### config.mk
export PLATFORM = sky130hd
export DESIGN_NAME = fs_serial_sub_ctrl
export DESIGN_NICKNAME = d
export VERILOG_FILES = /design/src/rtl/fs_serial_pkg.sv /design/src/rtl/fs_bit_cell.sv /design/src/rtl/fs_serial_sub_ctrl.sv
export SDC_FILE = /design/constraint.sdc
export NUM_CORES = 1
export LEC_CHECK = 0
export BUFFER_PORTS_ARGS = -buffer_cell sky130_fd_sc_hd__buf_2
export CORE_ASPECT_RATIO = 0.8
export CORE_UTILIZATION = 56
export CTS_BUF_LIST = sky130_fd_sc_hd__clkbuf_8
export CTS_CLUSTER_SIZE = 12
export DETAILED_ROUTE_END_ITERATION = 8
export GPL_ROUTABILITY_DRIVEN = 0
export PLACE_DENSITY = 0.9
export SKIP_LAST_GASP = 1
export SLEW_MARGIN = 20
export SYNTH_ARGS = -nofsm -noshare
export SYNTH_HDL_FRONTEND = slang
export SYNTH_HIERARCHICAL = 1
export SYNTH_SLANG_ARGS = --single-unit
### constraint.sdc
create_clock -name clk -period 1.9 [get_ports clk]
set_clock_uncertainty 0.2 [all_clocks]
set_input_delay 0.095 -clock clk [delete_from_list [all_inputs] [get_ports clk]]
set_output_delay 0.095 -clock clk [all_outputs]
set_load 0.02 [all_outputs]
### src/rtl/fs_serial_pkg.sv
// Shared types and helpers for the bit-serial subtractor controller.
// Latency: n/a (declarations only).
// Backpressure: n/a (declarations only).
package fs_serial_pkg;

   typedef enum logic [1:0] {
      IDLE = 2'd0,
      RUN  = 2'd1,
      DONE = 2'd2
   } state_t;

   // Bit counter width for a W-bit operation; never narrower than one bit.
   function automatic int cnt_width(input int w);
      return (w > 1) ? $clog2(w) : 1;
   endfunction

endpackage

### src/rtl/fs_bit_cell.sv
// Combinational 1-bit full subtractor: d = ai - bi - borrow_in.
// Latency: 0 cycles (purely combinational).
// Backpressure: none; outputs follow inputs.
module fs_bit_cell (
   input  logic ai,
   input  logic bi,
   input  logic borrow_in,
   output logic d,
   output logic borrow_out
);

   // Difference bit and borrow generation/propagation.
   always_comb begin
      d          = ai ^ bi ^ borrow_in;
      borrow_out = (~ai & bi) | (~(ai ^ bi) & borrow_in);
   end

endmodule

### src/rtl/fs_serial_sub_ctrl.sv
// Bit-serial W-bit subtractor (diff = a - b - bin, LSB first); optional ovf via FS_SERIAL_SUB_OVF_EN.
// Latency: W+1 cycles from accepted start to the one-cycle done pulse.
// Backpressure: start is only taken in IDLE/DONE; start during RUN is ignored.
module fs_serial_sub_ctrl
   import fs_serial_pkg::*;
#(
   parameter int W = 8
) (
   input  logic         clk,
   input  logic         rst,
   input  logic         start,
   input  logic [W-1:0] a,
   input  logic [W-1:0] b,
   input  logic         bin,
   output logic         busy,
   output logic         done,
   output logic [W-1:0] diff,
`ifdef FS_SERIAL_SUB_OVF_EN
   output logic         ovf,
`endif
   output logic         bout
);

   localparam int            CW   = cnt_width(W);
   localparam logic [CW-1:0] LAST = CW'(W - 1);

   state_t         state;
   state_t         state_nxt;
   logic           accept;
   logic           finish;

   logic [W-1:0]   a_sh;
   logic [W-1:0]   b_sh;
   logic [W-1:0]   diff_sh;
   logic [W-1:0]   diff_sh_nxt;
   logic           borrow;
   logic [CW-1:0]  cnt;

   logic           cell_d;
   logic           cell_bout;

`ifdef FS_SERIAL_SUB_OVF_EN
   // Operand sign bits, kept because the shift registers are consumed in RUN.
   logic           a_msb;
   logic           b_msb;
`endif

   fs_bit_cell u_cell (
      .ai         (a_sh[0]),
      .bi         (b_sh[0]),
      .borrow_in  (borrow),
      .d          (cell_d),
      .borrow_out (cell_bout)
   );

   // Result shift register: new bit enters at the MSB, older bits move right.
   always_comb begin
      diff_sh_nxt = '0;
      for (int i = 0; i < W - 1; i++) begin
         diff_sh_nxt[i] = diff_sh[i+1];
      end
      diff_sh_nxt[W-1] = cell_d;
   end

   // State register.
   always_ff @(posedge clk) begin
      if (rst) begin
         state <= IDLE;
      end else begin
         state <= state_nxt;
      end
   end

   // Next-state decode, start acceptance and status outputs.
   always_comb begin
      state_nxt = state;
      accept    = 1'b0;
      finish    = 1'b0;
      busy      = 1'b0;
      done      = 1'b0;
      case (state)
         IDLE: begin
            if (start) begin
               accept    = 1'b1;
               state_nxt = RUN;
            end
         end
         RUN: begin
            busy = 1'b1;
            if (cnt == LAST) begin
               finish    = 1'b1;
               state_nxt = DONE;
            end
         end
         DONE: begin
            done = 1'b1;
            if (start) begin
               accept    = 1'b1;
               state_nxt = RUN;
            end else begin
               state_nxt = IDLE;
            end
         end
         default: begin
            state_nxt = IDLE;
         end
      endcase
   end

   // Operand capture, per-bit shifting, and result publication on the last bit.
   always_ff @(posedge clk) begin
      if (rst) begin
         a_sh    <= '0;
         b_sh    <= '0;
         diff_sh <= '0;
         borrow  <= 1'b0;
         cnt     <= '0;
         diff    <= '0;
         bout    <= 1'b0;
`ifdef FS_SERIAL_SUB_OVF_EN
         a_msb   <= 1'b0;
         b_msb   <= 1'b0;
         ovf     <= 1'b0;
`endif
      end else if (accept) begin
         a_sh    <= a;
         b_sh    <= b;
         borrow  <= bin;
         cnt     <= '0;
`ifdef FS_SERIAL_SUB_OVF_EN
         a_msb   <= a[W-1];
         b_msb   <= b[W-1];
`endif
      end else if (state == RUN) begin
         a_sh    <= a_sh >> 1;
         b_sh    <= b_sh >> 1;
         diff_sh <= diff_sh_nxt;
         borrow  <= cell_bout;
         if (finish) begin
            diff <= diff_sh_nxt;
            bout <= cell_bout;
`ifdef FS_SERIAL_SUB_OVF_EN
            ovf  <= (a_msb ^ b_msb) & (a_msb ^ diff_sh_nxt[W-1]);
`endif
         end else begin
            cnt <= cnt + CW'(1);
         end
      end
   end

endmodule

==> results.cfg <==
[synthesis]
synthTopCellsByArea = dfxtp_1, nand2_1, a21oi_1
yosysTopAreaCellShare_pct = 47.4
yosys.area.top_type = dfxtp_1
syn_nets = 204
synth.distinct_cells = 27
postSynthAreaPerCell_sq_um = 8.87
synth_seq_area_share_pct = 47.4
ys_seq_elements = 38
syn_area_sq_um = 1610
synthCells = 181
yosys_warnings = 6

[cells_and_area]
drive_gt1_share_pct = 23.0
final_area_sq_um = 2000
finalNetCount = 248
area_growth_pct = 24.4
diodes = 0

[power_and_ir_drop]
swShare_pct = 25.4
intPower_uw = 1230
p_sw_uw = 418
comb_power_share_pct = 14.0
p_per_area_nw_per_um2 = 825
pwr-share-clk_pct = 33.7
ir_drop_mv = 0.493
p_leak_uw = 0.000796
pwr-share-seq_pct = 52.3
p_total_uw = 1650

[global_route]
busiest_layer = met2
grt_overflow = 0
gr-usage-met1_pct = 31.9
use_met2_pct = 45.0
grt_pass1_vias = 1382
grt_pass1_wl_microns = 6110
gr-usage-met3_pct = 7.61
grt_max_degree = 39
grt_antenna_before_repair = 0
grt_usage_pct = 27.3

[timing]
relSlewSlack_pct = 53.2
setup_slack_ps = 159
max_clock_freq_mhz = 574
grt_setup_unrepaired = no
tns_ps = 0
slew_violations = 0
min_period_ps = 1740
worst_slew_pin_slew_ps = 703
period_share_pct = 91.7
hold_viol_final = 0
report.final.setup_viol = 0

[status]
status = finished clean

[min_path]
holdPathStages = 4
hold_path.class = in -> reg
min_to = cnt[0]$_SDFFE_PP0P_
min_from = start

[placed_design]
place_ws_ps = 199
port_buffers = 30
dpl-instance-area_sq_um = 1740
dpl.hpwl_microns = 2130

[worst_setup_path]
rr_endpoint = cnt[2]$_SDFFE_PP0P_
cp_max_fo = 33
crit_arrival_ps = 1450
r2r_start = cnt[0]$_SDFFE_PP0P_
r2r_setup_slack_ps = 190
crit_required_ps = 1600
critPathLaunch = state[1]$_SDFFE_PP0P_
critical_path_class = reg -> out
cp-end-kind = primary output
worstSetupStartpointType = register
ff2ff_path_depth = 5

[clock_tree]
cts_resized = 0
path_clk_slew_ps = 70
h-tree-depth = 2
post_cts_buffers = 0
numCtsBuffers = 5
cts_root_buf = clkbuf_8
clkLatencyLatePin_ps = 290
cts_tree = done
cts_sinks = 38
clock_tree.buffer_depth = 2

[die]
die_area_sq_um = 3090
core_sq_um = 2580
start_util_pct = 62.2
core.rowCount = 16
die_w_microns = 61.9
die_h_microns = 49.9
pin_count = 31

[flow_run]
drv_cap = 0

[route]
drt_iter0_markers = 30
drtPass1Iterations = 4
vias_per_cell = 5.39
final_antenna_net_count = 0
wl_microns = 3590
wl_per_cell_microns = 13.7
routed-via-count = 1412
drc_errors = 0
-- power by group through the flow --
stage	registers, uW	clock network [uW]	logic (uW)
after global routing	865	601	255
after detailed placement	877	0	198
final	861	555	230
after CTS	860	564	227
after floorplan	871	0	167
after global placement	875	0	188
-- logic make-up after synthesis --
group | count (synthesis) | synth area share, %
AOI/OAI and AO/OA | 34 | 15.1
xor gates and xnor gates | 1 | 0.546
adders and majority gates | 3 | 2.81
buffers and inverters | 19 | 8.57
DFF | 38 | 47.4
muxes | 3 | 1.87
and+or+nand+nor | 83 | 23.7
-- cell usage after synthesis --
| cell | number |
|---|---|
| o22ai_1 | 5 |
| nand2_2 | 3 |
| nand2_1 | 37 |
| nor2_1 | 11 |
| clkbuf_1 | 3 |
| ha_1 | 2 |
| a21oi_1 | 19 |
| a311oi_2 | 5 |
| nor2b_1 | 2 |
| buf_8 | 1 |
| inv_8 | 1 |
| buf_6 | 1 |
| mux2i_1 | 3 |
| buf_2 | 4 |
| buf_12 | 1 |
| nand3b_1 | 1 |
| xnor2_1 | 1 |
| buf_4 | 5 |
| a311oi_1 | 3 |
| inv_1 | 3 |
| nand2b_1 | 2 |
| a22oi_1 | 2 |
| fa_1 | 1 |
| nand3_1 | 12 |
| dfxtp_1 | 38 |
| nor3_1 | 14 |
| nor3b_4 | 1 |
-- repair_timing --
item                                    in CTS  in global routing
endpoints found under the hold margin       17                  0
endpoints found under the setup margin       0                  0
hold buffers                                17                  0
-- area by class of cell --
| type | count | area (sq um) |
|---|---|---|
| inverters | 4 | 22.5 |
| multi-input cells | 124 | 707 |
| repair buffers | 52 | 370 |
| flip-flops and latches | 38 | 761 |
| clock inverters | 2 | 8.76 |
| clock buffers | 6 | 82.6 |
| well taps | 36 | 45.0 |
| fillers | 157 | 586 |
-- metrics by stage --
stage          std cells  hold slack [ps]  util [%]
3_3_place_gp         237              136      67.2
2_1_floorplan        181             31.0         -
4_1_cts              262              110      77.3
5_1_grt              262              137      77.3
6_report             262              117      77.3
3_5_place_dp         237              146      67.2
-- worst max-delay path by stage --
stage,depth (start not counted),slack [ps],end
2_1_floorplan,6,310,diff[6]$_SDFFE_PP0P_
3_3_place_gp,5,300,cnt[1]$_SDFFE_PP0P_
3_5_place_dp,5,200,cnt[2]$_SDFFE_PP0P_
4_1_cts,5,180,cnt[2]$_SDFFE_PP0P_
5_1_grt,5,30,diff[3]$_SDFFE_PP0P_
6_report,4,160,busy
-- placed cells by master (no fill, tap or decap), drive strengths merged --
cell / instances
nand3: 12
mux2i: 3
nor3b: 1
nor3: 14
o22ai: 5
dfxtp: 38
clkbuf: 6
nand3b: 1
a311oi: 8
dlygate4sd3: 17
fa: 1
buf: 35
a21oi: 19
inv: 5
clkinv: 1
nand2: 40
ha: 2
a22oi: 2
nor2b: 2
nor2: 11
nand2b: 2
xnor2: 1
-- metal layers --
layer  up-vias  wire length [microns]
met2        33                   1820
li1        706                      -
met1       658                   1560
met5         -                      0
met3        15                    126
met4         0                     91
-- state kept, by name, summed over array words and instances, names as in the netlist --
signal / cells
a_sh: 8
borrow: 1
cnt: 3
diff_sh: 7
state: 2
diff: 8
b_sh: 8
bout: 1
-- critical path: stages, from the launching register on --
cell	delay [ps]
dfxtp_1	370
nand2b_1	230
buf_12	190
inv_8	160
buf_2	200
No activity file was read; power rests on OpenSTA's default activity.
